$ cat src/rtl/hub75_panel_monitor_if.sv
// HUB75 panel bus: pixel clock, row latch, output enable, row address and RGB data.
// The scan driver (or bench) owns the master side; the panel monitor listens on the slave side.
interface hub75_panel_monitor_if #(
  parameter int ROW_BITS = 4
);
  logic                hub_clk;
  logic                hub_latch;
  logic                hub_oe;
  logic [ROW_BITS-1:0] hub_row;
  logic [5:0]          hub_rgb;

  modport master (
    output hub_clk,
    output hub_latch,
    output hub_oe,
    output hub_row,
    output hub_rgb
  );

  modport slave (
    input hub_clk,
    input hub_latch,
    input hub_oe,
    input hub_row,
    input hub_rgb
  );
endinterface

$ cat src/rtl/hub75_panel_monitor.sv
// HUB75 panel-side monitor: oversamples the row-scan bus, rebuilds each shifted
// line with its row address, measures every OE pulse and flags protocol errors.
module hub75_panel_monitor #(
  parameter int COLUMNS       = 64,
  parameter int ROW_BITS      = 4,
  parameter int OE_WIDTH_BITS = 12,
  parameter int SYNC_STAGES   = 2
) (
  input  logic                       clk_in,
  input  logic                       reset,
  hub75_panel_monitor_if.slave       hub,
  input  logic                       err_clear,
  output logic [COLUMNS*6-1:0]       line_data,
  output logic [ROW_BITS-1:0]        line_row,
  output logic [$clog2(COLUMNS):0]   line_count,
  output logic                       line_valid,
  output logic [OE_WIDTH_BITS-1:0]   oe_width,
  output logic [ROW_BITS-1:0]        oe_row,
  output logic                       oe_valid,
  output logic                       err_count_mismatch,
  output logic                       err_latch_during_oe
);
  localparam int CW = $clog2(COLUMNS) + 1;
  localparam int LW = COLUMNS * 6;
  localparam int IW = ROW_BITS + 9;
  localparam int OW = OE_WIDTH_BITS;

  typedef enum logic [0:0] {
    OE_IDLE = 1'b0,
    OE_ON   = 1'b1
  } oe_state_e;

  // Whole bus travels through one synchronizer chain so data, row and strobes stay aligned.
  logic [IW-1:0]                  pins_s;
  logic [SYNC_STAGES-1:0][IW-1:0] sync_q, sync_d;
  logic [2:0]                     dly_q, dly_d;
  logic [IW-1:0]                  samp_s;
  logic                           clk_rise_s, latch_rise_s, oe_s, oe_rise_s, oe_fall_s;
  logic [ROW_BITS-1:0]            row_s;
  logic [5:0]                     rgb_s;

  logic [LW-1:0]       shift_q, shift_d, line_data_q, line_data_d;
  logic [CW-1:0]       cnt_q, cnt_d, line_count_q, line_count_d, cnt_shift_s;
  logic [ROW_BITS-1:0] line_row_q, line_row_d;
  logic                line_valid_q, line_valid_d;
  logic                arm_q, arm_d;
  logic                err_cm_q, err_cm_d, err_lo_q, err_lo_d;

  oe_state_e           state_q, state_d;
  logic [OW-1:0]       width_q, width_d, oe_width_q, oe_width_d;
  logic [ROW_BITS-1:0] hold_row_q, hold_row_d, oe_row_q, oe_row_d;
  logic                oe_valid_q, oe_valid_d;

  assign pins_s = {hub.hub_clk, hub.hub_latch, hub.hub_oe, hub.hub_row, hub.hub_rgb};
  assign samp_s = sync_q[SYNC_STAGES-1];
  assign oe_s   = samp_s[IW-3];
  assign row_s  = samp_s[6 +: ROW_BITS];
  assign rgb_s  = samp_s[5:0];

  assign clk_rise_s   = samp_s[IW-1] & ~dly_q[2];
  assign latch_rise_s = samp_s[IW-2] & ~dly_q[1];
  assign oe_rise_s    = oe_s & ~dly_q[0];
  assign oe_fall_s    = ~oe_s & dly_q[0];

  // Next values of the synchronizer chain and the edge-detect stage.
  always_comb begin
    sync_d[0] = pins_s;
    for (int i = 1; i < SYNC_STAGES; i++) begin
      sync_d[i] = sync_q[i-1];
    end
    dly_d = samp_s[IW-1:IW-3];
  end

  // Line reassembly and error flags; a same-sample shift is folded in before the latch copy.
  always_comb begin
    shift_d      = shift_q;
    cnt_d        = cnt_q;
    line_data_d  = line_data_q;
    line_count_d = line_count_q;
    line_row_d   = line_row_q;
    line_valid_d = 1'b0;
    arm_d        = arm_q;
    err_cm_d     = err_cm_q;
    err_lo_d     = err_lo_q;
    cnt_shift_s  = (cnt_q == {CW{1'b1}}) ? cnt_q : cnt_q + CW'(1);

    if (err_clear) begin
      err_cm_d = 1'b0;
      err_lo_d = 1'b0;
    end else begin
      err_cm_d = err_cm_q;
      err_lo_d = err_lo_q;
    end

    if (clk_rise_s) begin
      shift_d = {shift_q[LW-7:0], rgb_s};
      cnt_d   = cnt_shift_s;
    end else begin
      shift_d = shift_q;
      cnt_d   = cnt_q;
    end

    if (latch_rise_s) begin
      line_data_d  = shift_d;
      line_count_d = cnt_d;
      line_row_d   = row_s;
      line_valid_d = 1'b1;
      arm_d        = 1'b1;
      // Only lines that follow an earlier latch are complete enough to be checked.
      if (arm_q && (cnt_d != CW'(COLUMNS))) begin
        err_cm_d = 1'b1;
      end else begin
        err_cm_d = err_cm_d;
      end
      if (oe_s) begin
        err_lo_d = 1'b1;
      end else begin
        err_lo_d = err_lo_d;
      end
      cnt_d = {CW{1'b0}};
    end else begin
      line_valid_d = 1'b0;
    end
  end

  // OE FSM state register.
  always_ff @(posedge clk_in or negedge reset) begin
    if (!reset) begin
      state_q <= OE_IDLE;
    end else begin
      state_q <= state_d;
    end
  end

  // OE FSM next-state: a pulse runs from synchronized rise to synchronized fall.
  always_comb begin
    state_d = state_q;
    case (state_q)
      OE_IDLE: state_d = oe_rise_s ? OE_ON : OE_IDLE;
      OE_ON:   state_d = oe_fall_s ? OE_IDLE : OE_ON;
      default: state_d = OE_IDLE;
    endcase
  end

  // OE FSM outputs: count high cycles with saturation, publish on the falling edge.
  always_comb begin
    width_d    = width_q;
    hold_row_d = hold_row_q;
    oe_width_d = oe_width_q;
    oe_row_d   = oe_row_q;
    oe_valid_d = 1'b0;
    case (state_q)
      OE_IDLE: begin
        if (oe_rise_s) begin
          width_d    = OW'(1);
          hold_row_d = row_s;
        end else begin
          width_d = width_q;
        end
      end
      OE_ON: begin
        if (oe_fall_s) begin
          oe_width_d = width_q;
          oe_row_d   = hold_row_q;
          oe_valid_d = 1'b1;
        end else if (width_q != {OW{1'b1}}) begin
          width_d = width_q + OW'(1);
        end else begin
          width_d = width_q;
        end
      end
      default: begin
        width_d = {OW{1'b0}};
      end
    endcase
  end

  // Datapath and output registers; reset discards any OE pulse in flight.
  always_ff @(posedge clk_in or negedge reset) begin
    if (!reset) begin
      sync_q       <= '0;
      dly_q        <= 3'b000;
      shift_q      <= '0;
      cnt_q        <= '0;
      line_data_q  <= '0;
      line_count_q <= '0;
      line_row_q   <= '0;
      line_valid_q <= 1'b0;
      arm_q        <= 1'b0;
      err_cm_q     <= 1'b0;
      err_lo_q     <= 1'b0;
      width_q      <= '0;
      hold_row_q   <= '0;
      oe_width_q   <= '0;
      oe_row_q     <= '0;
      oe_valid_q   <= 1'b0;
    end else begin
      sync_q       <= sync_d;
      dly_q        <= dly_d;
      shift_q      <= shift_d;
      cnt_q        <= cnt_d;
      line_data_q  <= line_data_d;
      line_count_q <= line_count_d;
      line_row_q   <= line_row_d;
      line_valid_q <= line_valid_d;
      arm_q        <= arm_d;
      err_cm_q     <= err_cm_d;
      err_lo_q     <= err_lo_d;
      width_q      <= width_d;
      hold_row_q   <= hold_row_d;
      oe_width_q   <= oe_width_d;
      oe_row_q     <= oe_row_d;
      oe_valid_q   <= oe_valid_d;
    end
  end

  assign line_data           = line_data_q;
  assign line_row            = line_row_q;
  assign line_count          = line_count_q;
  assign line_valid          = line_valid_q;
  assign oe_width            = oe_width_q;
  assign oe_row              = oe_row_q;
  assign oe_valid            = oe_valid_q;
  assign err_count_mismatch  = err_cm_q;
  assign err_latch_during_oe = err_lo_q;
endmodule

$ cat src/flat_wrapper.sv
// flat-port wrapper written by rule: the top's interface ports become plain ports
module hub75_panel_monitor_flat 
#(
  parameter int COLUMNS       = 64,
  parameter int ROW_BITS      = 4,
  parameter int OE_WIDTH_BITS = 12,
  parameter int SYNC_STAGES   = 2
)
  (clk_in, reset, err_clear, line_data, line_row, line_count, line_valid, oe_width, oe_row, oe_valid, err_count_mismatch, err_latch_during_oe, hub_hub_clk, hub_hub_latch, hub_hub_oe, hub_hub_row, hub_hub_rgb);
  hub75_panel_monitor_if #(.ROW_BITS(ROW_BITS)) hub_i ();
  input  logic clk_in;
  input  logic reset;
  input  logic err_clear;
  output logic [COLUMNS*6-1:0] line_data;
  output logic [ROW_BITS-1:0] line_row;
  output logic [$clog2(COLUMNS):0] line_count;
  output logic line_valid;
  output logic [OE_WIDTH_BITS-1:0] oe_width;
  output logic [ROW_BITS-1:0] oe_row;
  output logic oe_valid;
  output logic err_count_mismatch;
  output logic err_latch_during_oe;
  input wire logic [$bits(hub_i.hub_clk)-1:0] hub_hub_clk;
  input wire logic [$bits(hub_i.hub_latch)-1:0] hub_hub_latch;
  input wire logic [$bits(hub_i.hub_oe)-1:0] hub_hub_oe;
  input wire logic [$bits(hub_i.hub_row)-1:0] hub_hub_row;
  input wire logic [$bits(hub_i.hub_rgb)-1:0] hub_hub_rgb;
  assign hub_i.hub_clk = hub_hub_clk;
  assign hub_i.hub_latch = hub_hub_latch;
  assign hub_i.hub_oe = hub_hub_oe;
  assign hub_i.hub_row = hub_hub_row;
  assign hub_i.hub_rgb = hub_hub_rgb;
  hub75_panel_monitor #(.COLUMNS(COLUMNS), .ROW_BITS(ROW_BITS), .OE_WIDTH_BITS(OE_WIDTH_BITS), .SYNC_STAGES(SYNC_STAGES)) u_core (.clk_in(clk_in), .reset(reset), .hub(hub_i), .err_clear(err_clear), .line_data(line_data), .line_row(line_row), .line_count(line_count), .line_valid(line_valid), .oe_width(oe_width), .oe_row(oe_row), .oe_valid(oe_valid), .err_count_mismatch(err_count_mismatch), .err_latch_during_oe(err_latch_during_oe));
endmodule
$ cat config.mk
export PLATFORM = sky130hd
export DESIGN_NAME = hub75_panel_monitor_flat
export DESIGN_NICKNAME = d
export VERILOG_FILES = /design/src/rtl/hub75_panel_monitor_if.sv /design/src/rtl/hub75_panel_monitor.sv /design/src/flat_wrapper.sv
export SDC_FILE = /design/constraint.sdc
export NUM_CORES = 2
export LEC_CHECK = 0
export CAP_MARGIN = 20
export CORE_MARGIN = 2
export CORE_UTILIZATION = 59
export DETAILED_ROUTE_END_ITERATION = 10
export PLACE_DENSITY = 0.95
export SKIP_LAST_GASP = 1
export SLEW_MARGIN = 40
export SYNTH_ARGS = -nofsm -noshare
export SYNTH_HDL_FRONTEND = slang
export SYNTH_SLANG_ARGS = --single-unit
$ cat constraint.sdc
create_clock -name clk_in -period 4.73 [get_ports clk_in]
set_input_delay 0.473 -clock clk_in [delete_from_list [all_inputs] [get_ports clk_in]]
set_output_delay 0.473 -clock clk_in [all_outputs]
set_load 0.02 [all_outputs]
==> After elaboration in Yosys (flattened, before gate mapping) <==
Index checks and enable logic that the tools add are counted.
{ "word_totals": {"inputBits": 16, "elab_cells": 59, "register_bits": 853} }
{ "classes": {"mux": 20, "n_reduce_logical": 4, "n_bitwise": 9, "n_addsub": 2, "n_eq_ne": 6} }
{ "op_table": {"columns": ["op", "n"], "rows": [
  ["384-bit two-way mux", 1],
  ["12-bit two-way mux", 3],
  ["12-bit one-hot mux with 2 select lines", 1],
  ["7-bit two-way mux", 3],
  ["12-bit by 1-bit adder with 12-bit output, second input constant", 1],
  ["12-bit inequality test, second input constant", 1],
  ["1-bit two-way mux", 11],
  ["7-bit by 1-bit adder with 7-bit output, second input constant", 1],
  ["7-bit == test, second input constant", 1],
  ["7-bit inequality test, second input constant", 1],
  ["1-bit NOT", 5],
  ["1-bit AND", 4],
  ["2-bit inequality test, second input constant", 2],
  ["2-bit AND reduction", 2],
  ["3-bit AND reduction", 1],
  ["2-bit by 1-bit inequality test with 1-bit output, second input constant", 1],
  ["1-bit one-hot mux with 2 select lines", 1],
  ["1-bit logical AND", 1]
]} }

==> Longest topological paths before layout <==
{ "depth": {"ltp_word": 7, "ltp_mapped": 8} }

==> Worst setup path after synthesis <==
OpenSTA, ideal clock, no wires.
{ "synth_timing": {"path_type": "register -> register", "startpoint": "register u_core.width_q[0]", "endpoint": "register u_core.width_q[9]", "path_slack_ps": 3155, "stages_incl_launch_ff": 6, "n_path_buf": 0, "setup_ps": 78, "t_required_ps": 4652, "arrival_time_ps": 1497, "path_cell_list": "dfrtp_1 > ha_1 > nand3_1 > o31ai_2 > or4_1 > a21oi_1"} }
{ "synth_via": {"elab_chain_cells": 4} }
{ "synth_rtl": {"columns": ["element", "line", "text"], "rows": [
  ["from (decl)", "hub75_panel_monitor.sv:50", "logic [OW-1:0] width_q, width_d, oe_width_q, oe_width_d;"],
  ["from (signal assigned)", "hub75_panel_monitor.sv:209", "width_q <= width_d;"],
  ["12-bit by 1-bit adder with 12-bit output", "hub75_panel_monitor.sv:167", "width_d = width_q + OW'(1);"],
  ["12-bit two-way mux", "hub75_panel_monitor.sv:166", "end else if (width_q != {OW{1'b1}}) begin"],
  ["12-bit two-way mux", "hub75_panel_monitor.sv:162", "if (oe_fall_s) begin"],
  ["12-bit one-hot mux with 2 select lines", "hub75_panel_monitor.sv:152", "case (state_q)"]
]} }
Parallel ways exist; a longest one is shown, timed or not. The select of a mux whose other input is x is not followed.
A chain may end at the register's enable or synchronous reset.

==> Worst setup path after layout <==
{ "layout_timing": {"startpoint": "register u_core.sync_q (netlist bit u_core.samp_s[11])", "endpoint": "register u_core.line_data_q[48] (netlist: u_core.line_data[48])"} }
{ "layout_via": {"elab_chain_cells": 1} }
{ "layout_rtl": {"columns": ["element", "line", "text"], "rows": [
  ["from (decl)", "hub75_panel_monitor.sv:35", "logic [SYNC_STAGES-1:0][IW-1:0] sync_q, sync_d;"],
  ["from (signal assigned)", "hub75_panel_monitor.sv:198", "sync_q <= sync_d;"],
  ["1-bit AND", "hub75_panel_monitor.sv:61", "assign latch_rise_s = samp_s[IW-2] & ~dly_q[1];"],
  ["to (signal assigned)", "hub75_panel_monitor.sv:202", "line_data_q <= line_data_d;"],
  ["to (decl)", "hub75_panel_monitor.sv:42", "logic [LW-1:0] shift_q, shift_d, line_data_q, line_data_d;"]
]} }
No other way between the ends.

==> run metrics <==
Reg2Reg Depth 6; GRT busiest layer met2; Initial Util 59.51%; IO Count 431; dominant synthesized flop cell dfrtp_1; Die H 236.7 um; GRT Util Overall 30.22%; maximum VDD drop 0.2919 mV; TritonCTS Sinks 853; DRT antenna net count 0; EDFF count, synth 0; Hold Startpoint hub_hub_rgb[2]; WP data required 5270 ps; sequential area share after synthesis 66.79%; area of the die 56050 um2; Routed WL 84.19 mm; status finished clean; Min-Delay Path Depth 1; crit path DAT 3030 ps; largest net degree at the start of global routing 160; synthesized cell area 31960 um2; DR WL/cell 21.76 um; DRC 0; layout cells sized above 1 18.20%; library cells used by synthesis 54; CTS tree done; DRT iter0 DRCs 2050; Mapped Cells 2702; final period utilization 52.68%; clock root buffer clkbuf_16; Slew HR 43.57%; DP Wirelength 51.68 mm; hold endpoint u_core.sync_d[15]; # fillers 2945; Fin Clk Skew 25.29 ps; Core Area 53710 um2; internal reg-to-reg setup slack 2240 ps; Crit Path Class reg2reg; GPL Wtd Cong 0.8624; synth warn 0; worst-margin pin slew 846.5 ps; Max-Cap Viols 0; Vias 22200; Die Wd 236.7 um; pwr dens 457.3 nW/um2; vias per cell 5.737; RSZ-0062 raised after global routing no; clk slew on worst S/H paths 60 ps; grt met3 use 6.435%; initial antenna violation count 2; Final #Nets 3124; startpoint types register; Area Overhead vs Synth 24.09%; Synth async-reset ratio 100.0%; Final setup viols 0; Setup TNS 0 ps; Min Hold Slack 288.9 ps; CP endpoint kind register; number of global-route vias before repair 23520; Worst-Skew Late Latency 640 ps; fin crit period 2492 ps; reg-to-reg endpoint u_core.line_data[48]; Congestion Overflow GR 0; FMAX 0.4013 GHz; worst r2r src u_core.samp_s[11]; CTS Buffer Depth 3; Hold/Removal Path Class in2reg; First-pass DRT Iterations 5; Port Buffers 430; synthesized area per cell 11.83 um2; Synth Register Bits 853; met2 Resource Use GR 50.42%; critical path fanouts, max 90; first-pass GRT wire length 131.6 mm; M1 GR Usage 36.58%; leak pwr 20.31 nW; post-CTS resize count 0; CTS Buf Count 83; syn_nets 2720; H-tree Lvls 3; Hold Fails Final Rpt 0; Pins Over Slew Limit 0; row count 85
synth_stat cells (all sizes together) (3+ instances only):
| cell | instances | area, um2 |
|---|---|---|
| o31ai | 5 | 42.54 |
| clkbuf | 62 | 232.7 |
| nand2 | 1193 | 4478 |
| a21oi | 8 | 40.04 |
| nor2b | 3 | 18.77 |
| nand3 | 6 | 30.03 |
| o211ai | 5 | 56.30 |
| buf | 77 | 601.8 |
| mux2 | 399 | 4493 |
| nor3b | 3 | 22.52 |
| and3 | 4 | 25.02 |
| nand2b | 6 | 37.54 |
| or3 | 5 | 31.28 |
| nor3 | 3 | 15.01 |
| o21ai | 15 | 78.82 |
| mux2i | 3 | 30.03 |
| nor4 | 3 | 25.02 |
| xor2 | 5 | 43.79 |
| inv | 5 | 18.76 |
| dfrtp | 853 | 21350 |
| nor2 | 10 | 37.54 |
| or4 | 3 | 22.52 |
layer usage:
layer  vias up  wire [um]
met2      1031      42150
met1     11370      31290
met5         -          0
li1       9504          -
met3       292       5795
met4         0       4951
critical path, cell delays in order, from the launching register on:
cell and delay, ps:
dfrtp_1 420, nand2b_4 270, buf_12 290, buf_4 390, buf_6 580, nand2_1 210, nand2_1 130
sequential cells by signal, indices dropped and copies added (netlist names), 3 cells and up:
signal,cells
u_core.width_q,12
u_core.oe_width,12
u_core.shift_q,384
u_core.dly_q,3
u_core.oe_row,4
u_core.line_count,7
u_core.hold_row_q,4
u_core.line_row,4
u_core.line_data,384
u_core.samp_s,13
u_core.cnt_q,7
u_core.sync_d,13
through the flow:
| step | cell area (um2) | power, mW | instances | setup slack (ps) | utilization (%) |
|---|---|---|---|---|---|
| 4_1_cts | 39570 | 18.18 | 3864 | 1892 | 73.68 |
| 6_report | 39660 | 18.14 | 3869 | 2238 | 73.84 |
| 3_3_place_gp | 36640 | 11.01 | 3712 | 2050 | 68.22 |
| 5_1_grt | 39660 | 18.74 | 3869 | 2119 | 73.84 |
| 3_5_place_dp | 36670 | 11.18 | 3713 | 1956 | 68.28 |
| 2_1_floorplan | 31960 | 9.864 | 2702 | 3155 | - |
final cells by class:
type / instances / area [um2] / area share [%]
clock buffer: 112 / 2367 / 5.969
clock inverter: 38 / 523.0 / 1.319
multi-input combinational: 1705 / 9777 / 24.65
timing repair buffer: 458 / 4740 / 11.95
tap: 696 / 870.8 / 2.196
antenna: 2 / 5.005 / 0.01262
sequential: 853 / 21350 / 53.82
inverter: 5 / 31.28 / 0.07887
repair_timing:
item	CTS	global route
endpoints found under the hold margin	83	0
hold buffers	1	0
buffers inserted	0	0
cells by family (layout without fill, tap and decap cells):
family          after synthesis  count (layout)  share of synthesized area (%)
simple gates               1249            1249                          15.09
flops                       853             853                          66.79
mux                         402             402                          14.15
buf+inv                     144             613                          2.670
compound gates               47              47                          1.088
xor+xnor                      5               5                         0.1370
fa+ha+maj                     2               2                        0.07828
other cells                   0               2                              0
cells in the final DEF (no fill, tap or decap), types with 2 or more instances in the layout:
master	n
clkbuf_8	16
buf_4	10
nand2b_1	5
a21oi_1	8
clkbuf_16	84
mux2i_1	3
buf_16	3
clkinv_2	17
nand2_1	1193
nor3b_1	3
clkinv_8	4
buf_6	2
o221ai_1	2
nor2_1	10
ha_1	2
o31ai_1	4
dfrtp_1	853
nand3_1	6
nor3_1	3
or3_1	5
o21ai_1	3
clkinvlp_4	2
or4_1	3
and3_1	4
clkbuf_1	12
inv_1	4
clkdlybuf4s50_1	429
nor2b_1	2
o211ai_1	3
o21ai_0	11
bufinv_16	11
nand3b_1	2
inv_6	4
nor4_1	2
xor2_1	5
mux2_2	399
diode_2	2
o41ai_1	2
buf_12	12
worst max path at each step:
stage / from / endpoint / slack, ps / depth (start not counted)
finish: u_core.samp_s[11] / u_core.line_data[48] / 2240 / 6
global route: u_core.samp_s[11] / u_core.line_data[48] / 2120 / 6
CTS: u_core.dly_q[1] / u_core.line_data[296] / 1890 / 5
detailed placement: u_core.dly_q[1] / u_core.line_data[296] / 1960 / 5
global placement: u_core.dly_q[1] / u_core.line_data[281] / 2050 / 5
floorplan: u_core.width_q[0] / u_core.width_q[9] / 3150 / 5
power by group:
group          switching [mW]  internal [mW]  total, mW
clock network            2.85           4.13       6.98
registers               0.554           8.04       8.59
logic                    1.44           1.12       2.56
No activity file was read; power rests on OpenSTA's default activity.
